File: src/rtl/hilo_mdu_pkg.sv
// Shared definitions for the HI/LO multiply/divide unit: op codes, FSM states,
// divider sizing and small operand helpers.
package hilo_mdu_pkg;

  localparam logic [2:0] MDU_OP_NONE  = 3'd0;
  localparam logic [2:0] MDU_OP_MULT  = 3'd1;
  localparam logic [2:0] MDU_OP_MULTU = 3'd2;
  localparam logic [2:0] MDU_OP_DIV   = 3'd3;
  localparam logic [2:0] MDU_OP_DIVU  = 3'd4;
  localparam logic [2:0] MDU_OP_MTHI  = 3'd5;
  localparam logic [2:0] MDU_OP_MTLO  = 3'd6;

  localparam int DIV_ITERS = 32;
  localparam int DIV_CNT_W = 6;

  typedef enum logic [1:0] {
    ST_IDLE = 2'd0,
    ST_MUL  = 2'd1,
    ST_DIV  = 2'd2,
    ST_FIX  = 2'd3
  } mdu_state_e;

  // Operations that occupy the unit for more than the issue cycle.
  function automatic logic is_iter_op(input logic [2:0] op);
    return (op == MDU_OP_MULT) || (op == MDU_OP_MULTU) ||
           (op == MDU_OP_DIV)  || (op == MDU_OP_DIVU);
  endfunction

  function automatic logic is_div_op(input logic [2:0] op);
    return (op == MDU_OP_DIV) || (op == MDU_OP_DIVU);
  endfunction

  function automatic logic [31:0] mag32(input logic [31:0] x, input logic sgn);
    return (sgn && x[31]) ? (~x + 32'd1) : x;
  endfunction

endpackage

File: src/rtl/hilo_mdu_div_radix2.sv
// Radix-2 restoring divider: 32 shift/subtract iterations on operand magnitudes,
// then one fix-up cycle in which signed quotient/remainder are presented.
module hilo_mdu_div_radix2
  import hilo_mdu_pkg::*;
(
  input  logic        clk,
  input  logic        resetn,
  input  logic        load_i,
  input  logic        abort_i,
  input  logic        sgn_i,
  input  logic [31:0] a_i,
  input  logic [31:0] b_i,
  output logic        last_o,
  output logic        valid_o,
  output logic [31:0] q_o,
  output logic [31:0] r_o
);

  logic [63:0]          rq_q;
  logic [31:0]          dvs_q;
  logic [DIV_CNT_W-1:0] cnt_q;
  logic                 run_q;
  logic                 fix_q;
  logic                 neg_q_q;
  logic                 neg_r_q;

  logic [32:0] rem_sh;
  logic [31:0] rem_sub;
  logic [63:0] rq_next;

  // One restoring step: shift the next dividend bit into the remainder and
  // subtract when the 33-bit partial remainder covers the divisor.
  always_comb begin
    rem_sh  = {rq_q[63:32], rq_q[31]};
    rem_sub = rem_sh[31:0] - dvs_q;
    if (rem_sh >= {1'b0, dvs_q}) begin
      rq_next = {rem_sub, rq_q[30:0], 1'b1};
    end else begin
      rq_next = {rem_sh[31:0], rq_q[30:0], 1'b0};
    end
  end

  always_ff @(posedge clk) begin
    if (!resetn || abort_i) begin
      rq_q    <= '0;
      dvs_q   <= '0;
      cnt_q   <= '0;
      run_q   <= 1'b0;
      fix_q   <= 1'b0;
      neg_q_q <= 1'b0;
      neg_r_q <= 1'b0;
    end else if (load_i) begin
      rq_q    <= {32'd0, mag32(a_i, sgn_i)};
      dvs_q   <= mag32(b_i, sgn_i);
      cnt_q   <= '0;
      run_q   <= 1'b1;
      fix_q   <= 1'b0;
      neg_q_q <= sgn_i & (a_i[31] ^ b_i[31]);
      neg_r_q <= sgn_i & a_i[31];
    end else if (run_q) begin
      rq_q  <= rq_next;
      cnt_q <= cnt_q + 1'b1;
      if (last_o) begin
        run_q <= 1'b0;
        fix_q <= 1'b1;
      end
    end else if (fix_q) begin
      fix_q <= 1'b0;
    end
  end

  assign last_o  = run_q && (cnt_q == DIV_CNT_W'(DIV_ITERS - 1));
  assign valid_o = fix_q;
  assign q_o     = neg_q_q ? (~rq_q[31:0] + 32'd1)  : rq_q[31:0];
  assign r_o     = neg_r_q ? (~rq_q[63:32] + 32'd1) : rq_q[63:32];

endmodule

File: src/rtl/hilo_mdu.sv
// Multiply/divide unit with architectural HI/LO registers for the EX stage.
// busy stalls the pipeline while a multiply or divide is in flight.
module hilo_mdu
  import hilo_mdu_pkg::*;
#(
  parameter int MUL_CYCLES = 2
) (
  input  logic        clk,
  input  logic        resetn,
  input  logic        start,
  input  logic [2:0]  op,
  input  logic [31:0] a,
  input  logic [31:0] b,
  input  logic        flush,
  input  logic        rhl_sel,
  output logic        busy,
  output logic        done,
  output logic [31:0] RHLOut,
  output logic [1:0]  dbg_state
);

  localparam int MUL_CNT_W = $clog2(MUL_CYCLES) + 1;

  mdu_state_e           state_q;
  logic [31:0]          hi_q;
  logic [31:0]          lo_q;
  logic [31:0]          op_a_q;
  logic [31:0]          op_b_q;
  logic                 mul_sgn_q;
  logic [MUL_CNT_W-1:0] mul_cnt_q;
  logic [63:0]          product_q;
  logic                 done_q;

  logic [63:0] mul_a_ext;
  logic [63:0] mul_b_ext;
  logic [63:0] prod_c;
  logic [63:0] mul_res;
  logic        mul_last;
  logic        accept;
  logic        div_load;
  logic        div_last;
  logic        div_valid;
  logic [31:0] div_q;
  logic [31:0] div_r;

  // The low 64 bits of a product of sign-extended operands equal the signed product.
  assign mul_a_ext = mul_sgn_q ? {{32{op_a_q[31]}}, op_a_q} : {32'd0, op_a_q};
  assign mul_b_ext = mul_sgn_q ? {{32{op_b_q[31]}}, op_b_q} : {32'd0, op_b_q};
  assign prod_c    = mul_a_ext * mul_b_ext;
  assign mul_res   = (MUL_CYCLES == 1) ? prod_c : product_q;
  assign mul_last  = (mul_cnt_q == MUL_CNT_W'(MUL_CYCLES - 1));

  assign accept   = (state_q == ST_IDLE) && start && !flush;
  assign div_load = accept && is_div_op(op);

  hilo_mdu_div_radix2 u_div (
    .clk     (clk),
    .resetn  (resetn),
    .load_i  (div_load),
    .abort_i (flush),
    .sgn_i   (op == MDU_OP_DIV),
    .a_i     (a),
    .b_i     (b),
    .last_o  (div_last),
    .valid_o (div_valid),
    .q_o     (div_q),
    .r_o     (div_r)
  );

  always_ff @(posedge clk) begin
    if (!resetn) begin
      state_q   <= ST_IDLE;
      hi_q      <= '0;
      lo_q      <= '0;
      op_a_q    <= '0;
      op_b_q    <= '0;
      mul_sgn_q <= 1'b0;
      mul_cnt_q <= '0;
      product_q <= '0;
      done_q    <= 1'b0;
    end else begin
      done_q <= 1'b0;
      if (flush) begin
        state_q   <= ST_IDLE;
        mul_cnt_q <= '0;
      end else begin
        case (state_q)
          ST_IDLE: begin
            if (start) begin
              case (op)
                MDU_OP_MULT, MDU_OP_MULTU: begin
                  op_a_q    <= a;
                  op_b_q    <= b;
                  mul_sgn_q <= (op == MDU_OP_MULT);
                  mul_cnt_q <= '0;
                  state_q   <= ST_MUL;
                end
                MDU_OP_DIV, MDU_OP_DIVU: state_q <= ST_DIV;
                MDU_OP_MTHI:             hi_q    <= a;
                MDU_OP_MTLO:             lo_q    <= a;
                default: ;
              endcase
            end
          end
          ST_MUL: begin
            product_q <= prod_c;
            if (mul_last) begin
              hi_q      <= mul_res[63:32];
              lo_q      <= mul_res[31:0];
              done_q    <= 1'b1;
              mul_cnt_q <= '0;
              state_q   <= ST_IDLE;
            end else begin
              mul_cnt_q <= mul_cnt_q + 1'b1;
            end
          end
          ST_DIV: begin
            if (div_last) state_q <= ST_FIX;
          end
          ST_FIX: begin
            // The divider presents fixed-up results for exactly this cycle.
            if (div_valid) begin
              hi_q   <= div_r;
              lo_q   <= div_q;
              done_q <= 1'b1;
            end
            state_q <= ST_IDLE;
          end
          default: state_q <= ST_IDLE;
        endcase
      end
    end
  end

  // Combinational so the issuing instruction stalls in EX in its own cycle.
  assign busy      = (state_q != ST_IDLE) || (start && is_iter_op(op) && !flush);
  assign done      = done_q;
  assign RHLOut    = rhl_sel ? hi_q : lo_q;
  assign dbg_state = state_q;

endmodule

File: config.mk
export PLATFORM = sky130hd
export DESIGN_NAME = hilo_mdu
export DESIGN_NICKNAME = d
export VERILOG_FILES = /design/src/rtl/hilo_mdu_pkg.sv /design/src/rtl/hilo_mdu_div_radix2.sv /design/src/rtl/hilo_mdu.sv
export SDC_FILE = /design/constraint.sdc
export NUM_CORES = 2
export LEC_CHECK = 0
export CAP_MARGIN = 40
export CORE_MARGIN = 2
export CORE_UTILIZATION = 62
export DETAILED_ROUTE_END_ITERATION = 16
export GPL_TIMING_DRIVEN = 0
export PLACE_DENSITY = 0.84
export SLEW_MARGIN = 40
export SYNTH_ARGS = -nofsm -noshare
export SYNTH_HDL_FRONTEND = slang
export SYNTH_SLANG_ARGS = --single-unit
File: constraint.sdc
create_clock -name clk -period 14.3 [get_ports clk]
set_clock_uncertainty 0.2 [all_clocks]
set_input_delay 3.575 -clock clk [delete_from_list [all_inputs] [get_ports clk]]
set_output_delay 3.575 -clock clk [all_outputs]
set_load 0.01 [all_outputs]
==> flow_metrics.py <==
metrics = {
    "place": {
        "dpl-instance-area_um2": 67200,
        "place_congestion": 1.12,
        "hpwlAfterDp_um": 219000,
        "place_inst": 8701,
        "io_buffers": 103,
    },
    "global_route": {
        "grt_first_pass_wirelength_um": 376000,
        "grtUsageMet1": 0.596,
        "grt_overflow": 0,
        "grt_max_degree": 29,
        "grtUsageMet3": 0.188,
        "busiest_layer": "met2",
        "grt_pass1_vias": 55600,
        "grt_use_total": 0.497,
        "antenna_found_initial": 41,
        "use_met2": 0.729,
    },
    "pwr": {
        "power.leakage_nw": 33.1,
        "power_frac_seq": 0.411,
        "powerDensity_nw_per_um2": 31.6,
        "ir_drop_uv": 109,
        "clockPowerShare": 0.375,
        "p_sw_uw": 744,
        "switching_share": 0.345,
        "power.internal_mw": 1.41,
        "finalPower_mw": 2.16,
        "pwr-share-comb": 0.214,
    },
    "die": {
        "initial_utilization": 0.623,
        "dieHeight_um": 326,
        "fp.dieArea_um2": 106000,
        "pin_count": 108,
        "chipWidth_um": 326,
        "num_rows": 118,
        "core_um2": 103000,
    },
    "synth": {
        "synth.cell_area_um2": 64300,
        "yosys_warnings": 0,
        "yosysSeqAreaShare": 0.0946,
        "yosys_most_used_dff": "dfxtp_1",
        "synth_cells": 7217,
        "synthArstFlopShare": 0,
        "synth_edf_count": 0,
        "synth_nets": 9054,
        "synth.avg_cell_area_um2": 8.91,
        "synth_cell_types": 77,
        "synth-seq-cells": 304,
    },
    "route": {
        "vias": 54100,
        "wl_um": 261000,
        "viasPerCell": 6.16,
        "drt_iter0_markers": 6078,
        "remaining_drc_errors": 0,
        "first_pass_iters": 9,
        "wl_per_cell_um": 29.8,
        "ant_nets": 0,
    },
    "worst_setup_path": {
        "crit_fanout": 10,
        "end_kind": "flop",
        "crit_path_frequent_cell": "fa_1",
        "cp.required_ns": 14.66,
        "critPathLaunchType": "flop",
        "path_buf_inv": 7,
        "crit_type": "flop to flop",
        "cp_slowest_cell": "fa_1",
        "critPathArrivalTime_ns": 12.40,
        "critPathMaxStageDelay_ns": 0.82,
        "cp_top_family": "adder cells",
    },
    "clock_tree": {
        "h-tree-depth": 1,
        "cts-root-buf": "clkbuf_16",
        "cts_buffers": 28,
        "clockBufferDepth": 3,
        "cts_hold_buffers": 0,
        "cts_setup_buffers": 0,
        "clk_pin_slew_ns": 0.07,
        "clock_latency_ns": 0.63,
        "cts_tree": "built",
        "cts_resized": 0,
        "clock_sinks": 304,
    },
    "layout": {
        "drive_above_1_share": 0.0308,
        "fin_area_um2": 68300,
        "area_growth_pct": 6.24,
        "fill_cells": 8500,
        "final_cells": 8783,
        "num-nets-final": 9190,
    },
    "status": {
        "outcome": "completed",
    },
    "timing": {
        "hold_viol": 0,
        "slew_viol_final": 0,
        "setup_viol": 0,
        "tns_ns": 0,
        "clock.fmax_ghz": 0.0830,
        "period_share": 0.842,
        "tightestPinTransition_ns": 1.08,
        "period_minus_slack_ns": 12.04,
        "slew_headroom": 0.278,
        "rsz0062_at_grt": "false",
    },
    "flow_run": {
        "cap_violations": 0,
    },
    "hold_path": {
        "hold_path.class": "flop to flop",
    },
}
-- synth_stat cells (all sizes together) (37+ instances only) --
cell	instances	area share
a31oi	53	0.0052
o31ai	37	0.0046
a21oi	259	0.020
nor2	211	0.012
ha	350	0.068
o21ai	206	0.016
nand3	43	0.0033
inv	1570	0.092
fa	1415	0.44
mux2i	40	0.0062
and2	598	0.058
xor2	109	0.015
nand2	903	0.053
a21o	65	0.0076
a211oi	76	0.0089
xnor2	156	0.021
dfxtp	304	0.095
clkbuf	369	0.022
-- worst register-to-register path, delay by kind of cell (launching register included) --
kind	cells	cell delay, ns
adder cells (fa/ha/maj)	10	6.24
buffers and inverters	7	2.06
XOR/XNOR	6	1.83
AND/OR/NAND/NOR	3	0.62
flip-flops	1	0.56
AO/OA/AOI/OAI	2	0.48
-- cell type report --
| class | instances | area, um^2 | share of cell area |
|---|---|---|---|
| Clock inverter | 17 | 161 | 0.00236 |
| Buffer | 403 | 1640 | 0.0240 |
| Clock buffer | 35 | 788 | 0.0115 |
| Inverter | 1571 | 5900 | 0.0863 |
| Antenna cell | 28 | 70.1 | 0.00103 |
| Timing Repair Buffer | 106 | 1060 | 0.0155 |
| Multi-Input combinational cell | 4939 | 50900 | 0.745 |
| Sequential cell | 304 | 6090 | 0.0891 |
| Tap cell | 1380 | 1730 | 0.0253 |
-- registers in the layout (all words and copies together), names as in the netlist --
register	cells
mul_res	64
u_div.rq_q	64
hi_q	32
lo_q	32
op_a_q	32
op_b_q	32
u_div.dvs_q	32
u_div.cnt_q	6
dbg_state	2
mul_cnt_q	2
done	1
mul_sgn_q	1
u_div.neg_q_q	1
u_div.neg_r_q	1
u_div.run_q	1
u_div.valid_o	1
-- worst paths after layout --
| kind | startpoint | end | slack (ns) | depth (start not counted) |
|---|---|---|---|---|
| worst max-delay path | op_a_q[31]$_SDFFE_PN0P_ | mul_res[63]$_SDFFE_PN0P_ | 2.26 | 28 |
| worst min-delay path | mul_cnt_q[1]$_SDFFE_PP0P_ | mul_cnt_q[1]$_SDFFE_PP0P_ | 0.25 | 1 |
| worst max register to register | op_a_q[31]$_SDFFE_PN0P_ | mul_res[63]$_SDFFE_PN0P_ | 2.26 | 28 |
| worst min register to register | mul_cnt_q[1]$_SDFFE_PP0P_ | mul_cnt_q[1]$_SDFFE_PP0P_ | 0.25 | 1 |
-- layer usage --
metal,wire (um),up-vias
li1,-,22100
met1,88200,26400
met2,108000,4206
met3,38400,1333
met4,26400,40
met5,429,-
-- cell families after synthesis --
kind of cell,Yosys count,share of synthesized area
buffers and inverters,1974,0.116
flip-flops,304,0.0946
multiplexers,72,0.0118
AND/OR/NAND/NOR,1959,0.147
XOR/XNOR,265,0.0361
AO/OA/AOI/OAI,875,0.0859
adder cells (fa/ha/maj),1768,0.509
-- power by group through the flow --
stage	clock [mW]	combinational, mW	sequential [mW]
floorplan	0	0.241	0.887
global placement	0	0.428	0.902
detailed placement	0	0.433	0.902
CTS	0.802	0.435	0.883
global route	0.829	0.478	0.885
finish	0.809	0.461	0.887
-- placed cells by master, fill, tap and decap left out, types with 14 or more instances in the layout --
cell	netlist	layout
mux2_2	32	32
o211ai_1	35	35
xnor2_1	156	151
ha_1	350	350
o41ai_1	17	17
o21a_1	14	14
nor2_1	211	209
or4_1	17	17
and3_1	35	35
buf_1	24	20
nand2_1	903	902
mux2i_1	40	40
a21oi_1	258	256
nor3_1	29	29
a211oi_1	76	76
nor2b_1	34	34
diode_2	0	28
and2_1	598	598
nand3_1	43	43
o21ai_0	202	201
clkdlybuf4s50_1	0	103
a221oi_1	17	17
a311oi_1	17	17
dfxtp_1	304	302
inv_1	1570	1569
or3_1	16	16
fa_1	1415	1415
a21o_1	65	65
o31ai_1	35	35
a21boi_0	21	21
clkbuf_16	0	29
clkbuf_1	368	288
nand4_1	25	25
a31oi_1	53	53
xor2_1	109	106
clkbuf_2	1	84
-- stage by stage --
stage	hold WS, ns	worst slack [ns]	util
3_3_place_gp	0.232	2.86	0.650
6_report	0.246	2.26	0.662
5_1_grt	0.270	2.21	0.661
2_1_floorplan	0.228	4.96	-
3_5_place_dp	0.237	2.73	0.651
4_1_cts	0.247	2.71	0.660
No activity file was read; power rests on OpenSTA's default activity.
